--- src/rtl/systolic_feeder.sv ---
// systolic_feeder: buffers A and B from a valid/ready stream and drives a
// cleared N x N PE grid with diagonally skewed, zero-padded edge operands.
module systolic_feeder #(
    parameter int WIDTH = 8,
    parameter int N     = 2
) (
    input  logic                 clk,
    input  logic                 rst,
    input  logic [WIDTH-1:0]     in_data,
    input  logic                 in_valid,
    output logic                 in_ready,
    output logic [N*WIDTH-1:0]   a_edge,
    output logic [N*WIDTH-1:0]   b_edge,
    output logic                 arr_clr,
    output logic                 busy,
    output logic                 done
);
    localparam int NE = 2 * N * N;
    localparam int KW = $clog2(NE);
    localparam int TW = $clog2(3 * N);
    localparam logic [KW-1:0] K_LAST = KW'(NE - 1);
    localparam logic [TW-1:0] T_LAST = TW'(3 * N - 3);

    typedef enum logic [2:0] {LOAD, CLEAR, STREAM, DRAIN, DONE} state_t;

    state_t             state;
    logic [KW-1:0]      k;
    logic [TW-1:0]      t;
    logic [TW-1:0]      nt;
    logic [WIDTH-1:0]   mem [NE];
    logic [N*WIDTH-1:0] a_nxt;
    logic [N*WIDTH-1:0] b_nxt;

    assign in_ready = state == LOAD;
    // Edges are registered, so the slot computed here is the one shown next cycle.
    assign nt = state == STREAM ? t + 1'b1 : '0;

    always_comb begin
        a_nxt = '0;
        b_nxt = '0;
        for (int i = 0; i < N; i++) begin
            if (int'(nt) >= i && int'(nt) < i + N) begin
                a_nxt[i*WIDTH +: WIDTH] = mem[KW'(i * N + int'(nt) - i)];
                b_nxt[i*WIDTH +: WIDTH] = mem[KW'(N * N + (int'(nt) - i) * N + i)];
            end
        end
    end

    always_ff @(posedge clk) begin
        if (in_valid && in_ready) mem[k] <= in_data;
    end

    always_ff @(posedge clk or negedge rst) begin
        if (!rst) begin
            state   <= LOAD;
            k       <= '0;
            t       <= '0;
            a_edge  <= '0;
            b_edge  <= '0;
            arr_clr <= 1'b0;
            busy    <= 1'b0;
            done    <= 1'b0;
        end else begin
            a_edge  <= '0;
            b_edge  <= '0;
            arr_clr <= 1'b0;
            done    <= 1'b0;
            case (state)
                LOAD: if (in_valid) begin
                    k       <= k == K_LAST ? '0 : k + 1'b1;
                    state   <= k == K_LAST ? CLEAR : LOAD;
                    arr_clr <= k == K_LAST;
                    busy    <= k == K_LAST;
                end
                CLEAR: begin
                    state  <= STREAM;
                    t      <= '0;
                    a_edge <= a_nxt;
                    b_edge <= b_nxt;
                end
                STREAM: if (t == T_LAST) begin
                    state <= DRAIN;
                end else begin
                    t      <= t + 1'b1;
                    a_edge <= a_nxt;
                    b_edge <= b_nxt;
                end
                DRAIN: begin
                    state <= DONE;
                    done  <= 1'b1;
                    busy  <= 1'b0;
                end
                default: state <= LOAD;
            endcase
        end
    end
endmodule

--- config.mk ---
export PLATFORM = sky130hd
export DESIGN_NAME = systolic_feeder
export DESIGN_NICKNAME = d
export VERILOG_FILES = /design/src/rtl/systolic_feeder.sv
export SDC_FILE = /design/constraint.sdc
export NUM_CORES = 1
export LEC_CHECK = 0
export ABC_AREA = 1
export CAP_MARGIN = 10
export CORE_MARGIN = 5
export CORE_UTILIZATION = 60
export DETAILED_ROUTE_END_ITERATION = 12
export GPL_TIMING_DRIVEN = 0
export PLACE_DENSITY = 0.84
export SLEW_MARGIN = 5
export SYNTH_ARGS = -nofsm -noshare
export SYNTH_HDL_FRONTEND = slang
export SYNTH_SLANG_ARGS = --single-unit
--- constraint.sdc ---
create_clock -name clk -period 5.5 [get_ports clk]
set_input_delay 1.375 -clock clk [delete_from_list [all_inputs] [get_ports clk]]
set_output_delay 1.375 -clock clk [all_outputs]
set_load 0.1 [all_outputs]
==> impl_metrics.csv <==
group,metric,value,unit
sta,final_max_slew_viol_count,0,
sta,hold_slack,0.529,ns
sta,fmax,269,MHz
floorplan,die_area,0.00899,sq mm
place,portBuffers,46,
setup_path,required,4.12,ns
cells_and_area,n_antenna_cell,0,
cts,cts_post_setup_buffers_inserted,0,
detailed_routing,finalWirelength,8720,um
setup_path,endpoint_kind,"primary output",
place,dp_slack,1.64,ns
grt,grt_max_degree,34,
synthesis,synth_cells,385,
synthesis,synth_seq_cells,108,
synthesis,avgSynthCellArea,11.2,sq um
detailed_routing,final_antenna_net_count,0,
sta,final_hold_viol_count,0,
sta,relSlewSlack,34.1,%
synthesis,synth_common_cells,"93 x nand2_1, 64 x edfxtp_1, 48 x nor2_1",
floorplan,core_area,0.00714,sq mm
cells_and_area,fillers,485,
grt,grt_pass1_wl,13900,um
sta,fin_crit,3.72,ns
setup_path,reg2reg_depth,10,
min_path,min-delay-start,"t[1]",
setup_path,cp_max_fo,5,
cts,cts_buffers,9,
cells_and_area,seq_area,0.00302,sq mm
cells_and_area,nets,461,
sta,worst_slack,1.78,ns
floorplan,rows,31,
cts,cts_resized,0,
setup_path,reg2reg_from,"t[0]",
place,gp_congestion,0.837,
grt,grt_pass1_vias,2840,
setup_path,crit_type,"reg2out",
grt,antenna_found_initial,0,
synthesis,ys_types,26,
cts,clk_latency,0.37,ns
detailed_routing,drt_iter0_drc,360,
setup_path,timing.rr.end,"a_edge[11]",
synthesis,ys_seq_area_share,70.0,%
cts,clock_path_buffers,2,
cts,clk_pin_slew,0.10,ns
setup_path,rrSetupSlack,2.95,ns
floorplan,die_w,94.8,um
synthesis,synth_ff_type,"edfxtp_1",
synthesis,synth_edf_count,64,
cts,cts_tree,"built",
synthesis,synth_area_leader_cell,"edfxtp_1",
grt,grt_overflow,0,
cells_and_area,drive_above_1_share,12.0,%
run_status,status,"complete, no violations",
detailed_routing,routedWlPerCell,15.9,um
sta,fin_crit_sh,67.7,%
place,dpl.hpwl,6150,um
cts,root_buffer,"clkbuf_8",
detailed_routing,via_per_inst,5.27,
synthesis,netlist.area_leader.share,44.5,%
setup_path,cp-start-kind,"flop",
sta,skew,0.00936,ns
cells_and_area,multiInputGateArea,0.00111,sq mm
detailed_routing,vias,2895,
cts,h-tree-depth,3,
sta,rsz0062_at_grt,"no",
floorplan,chipHeight,94.8,um
synthesis,synth_top_cells_by_area,"edfxtp_1 45%, dfrtp_1 25%, nand2_1 8.1%, nor2_1 4.2%, nand3_1 2.2%",
cts,post_cts_hold_buffer_count,0,
min_path,holdPathStages,2,
sta,tns,0,ns
synthesis,synth_most_common_cell,"nand2_1",
sta,setup_viol,0,
detailed_routing,dr.pass1.iters,5,
grt,grt.total_usage,21.0,%
floorplan,io_pins,47,
sta,worstMarginPinSlew,0.986,ns
setup_path,worstPathArrival,2.35,ns
min_path,hold_class,"reg2reg",
synthesis,synthArstFlopShare,40.7,%
run,drv_cap,0,
synthesis,syn_area,0.00432,sq mm
synthesis,synth_warnings,0,
floorplan,initial_utilization,60.5,%
min_path,hold_end,"t[1]",
synthesis,syn_nets,401,
cells_and_area,syn2layout_area_growth,18.9,%
detailed_routing,drc,0,
cts,numClockSinks,108,
## sequential cells by signal, summed over array words and instances, names as in the netlist
name,flops
mem,64
a_edge,16
b_edge,16
k,3
state,3
t,3
arr_clr,1
busy,1
done,1
## through the flow
stage	std cells	util, %	area, sq um
final	549	71.9	5130
after global routing	549	71.9	5130
after CTS	548	71.8	5130
after detailed placement	532	69.0	4920
after global placement	530	68.7	4900
after floorplan	385	-	4320
## per-layer routing
metal / vias up / part of all wire [%] / GRT usage (%)
met2: 139 / 51 / 35.1
met1: 1345 / 40 / 27.0
met3: 16 / 7.5 / 3.19
met5: - / 0 / 0
li1: 1395 / - / -
met4: 0 / 1.8 / 9.98
## layout by cell type (no fill, tap or decap), types with 3 or more instances in the layout
cell type,Yosys,routed
o21ai_0,11,11
nor3_1,17,17
clkdlybuf4s50_1,0,45
o21ai_1,8,8
nor2_2,10,10
buf_2,5,8
clkbuf_8,0,9
nor2_4,4,4
a21oi_1,4,4
clkbuf_1,3,3
nand4_1,4,4
dfrtp_1,44,44
inv_1,25,25
edfxtp_1,64,64
nand3_1,19,19
inv_2,5,5
nor2_1,48,48
ha_1,5,5
nand2_1,93,93
## cells by family (layout without fill, tap and decap cells)
kind of cell / Yosys count / after routing / share of synthesized area (%)
and+or+nand+nor: 203 / 203 / 20.8
AOI/OAI and AO/OA: 27 / 27 / 3.39
DFF: 108 / 108 / 70.0
buffers and inverters: 42 / 107 / 4.32
adders and majority gates: 5 / 5 / 1.45
## layout make-up
| class | count | area share [%] |
|---|---|---|
| multi-input cells | 235 | 21.6 |
| plain buffers | 12 | 1.44 |
| flip-flops and latches | 108 | 58.9 |
| repair buffers | 49 | 9.46 |
| inverters | 30 | 2.19 |
| clock inverters | 7 | 1.58 |
| well taps | 99 | 2.41 |
| clock buffers | 9 | 2.41 |
## worst max-delay path: stages, from the launching register on
cell and delay [ns]:
dfrtp_1 0.45, nor2_1 0.17, nand2_1 0.13, inv_1 0.09, clkdlybuf4s50_1 1.13
## worst max path at each step
stage	start	end	slack, ns	cells past startpoint
floorplan	in_valid	mem[2][0]	2.65	5
global placement	in_valid	mem[2][3]	1.68	6
detailed placement	in_valid	mem[2][3]	1.64	6
CTS	state[2]	in_ready	1.76	4
global route	state[2]	in_ready	1.65	4
finish	state[2]	in_ready	1.78	4
Power is left out: the tool's default activity adds up to more than one toggle a clock period on the data nets, which glitch-free logic cannot reach.
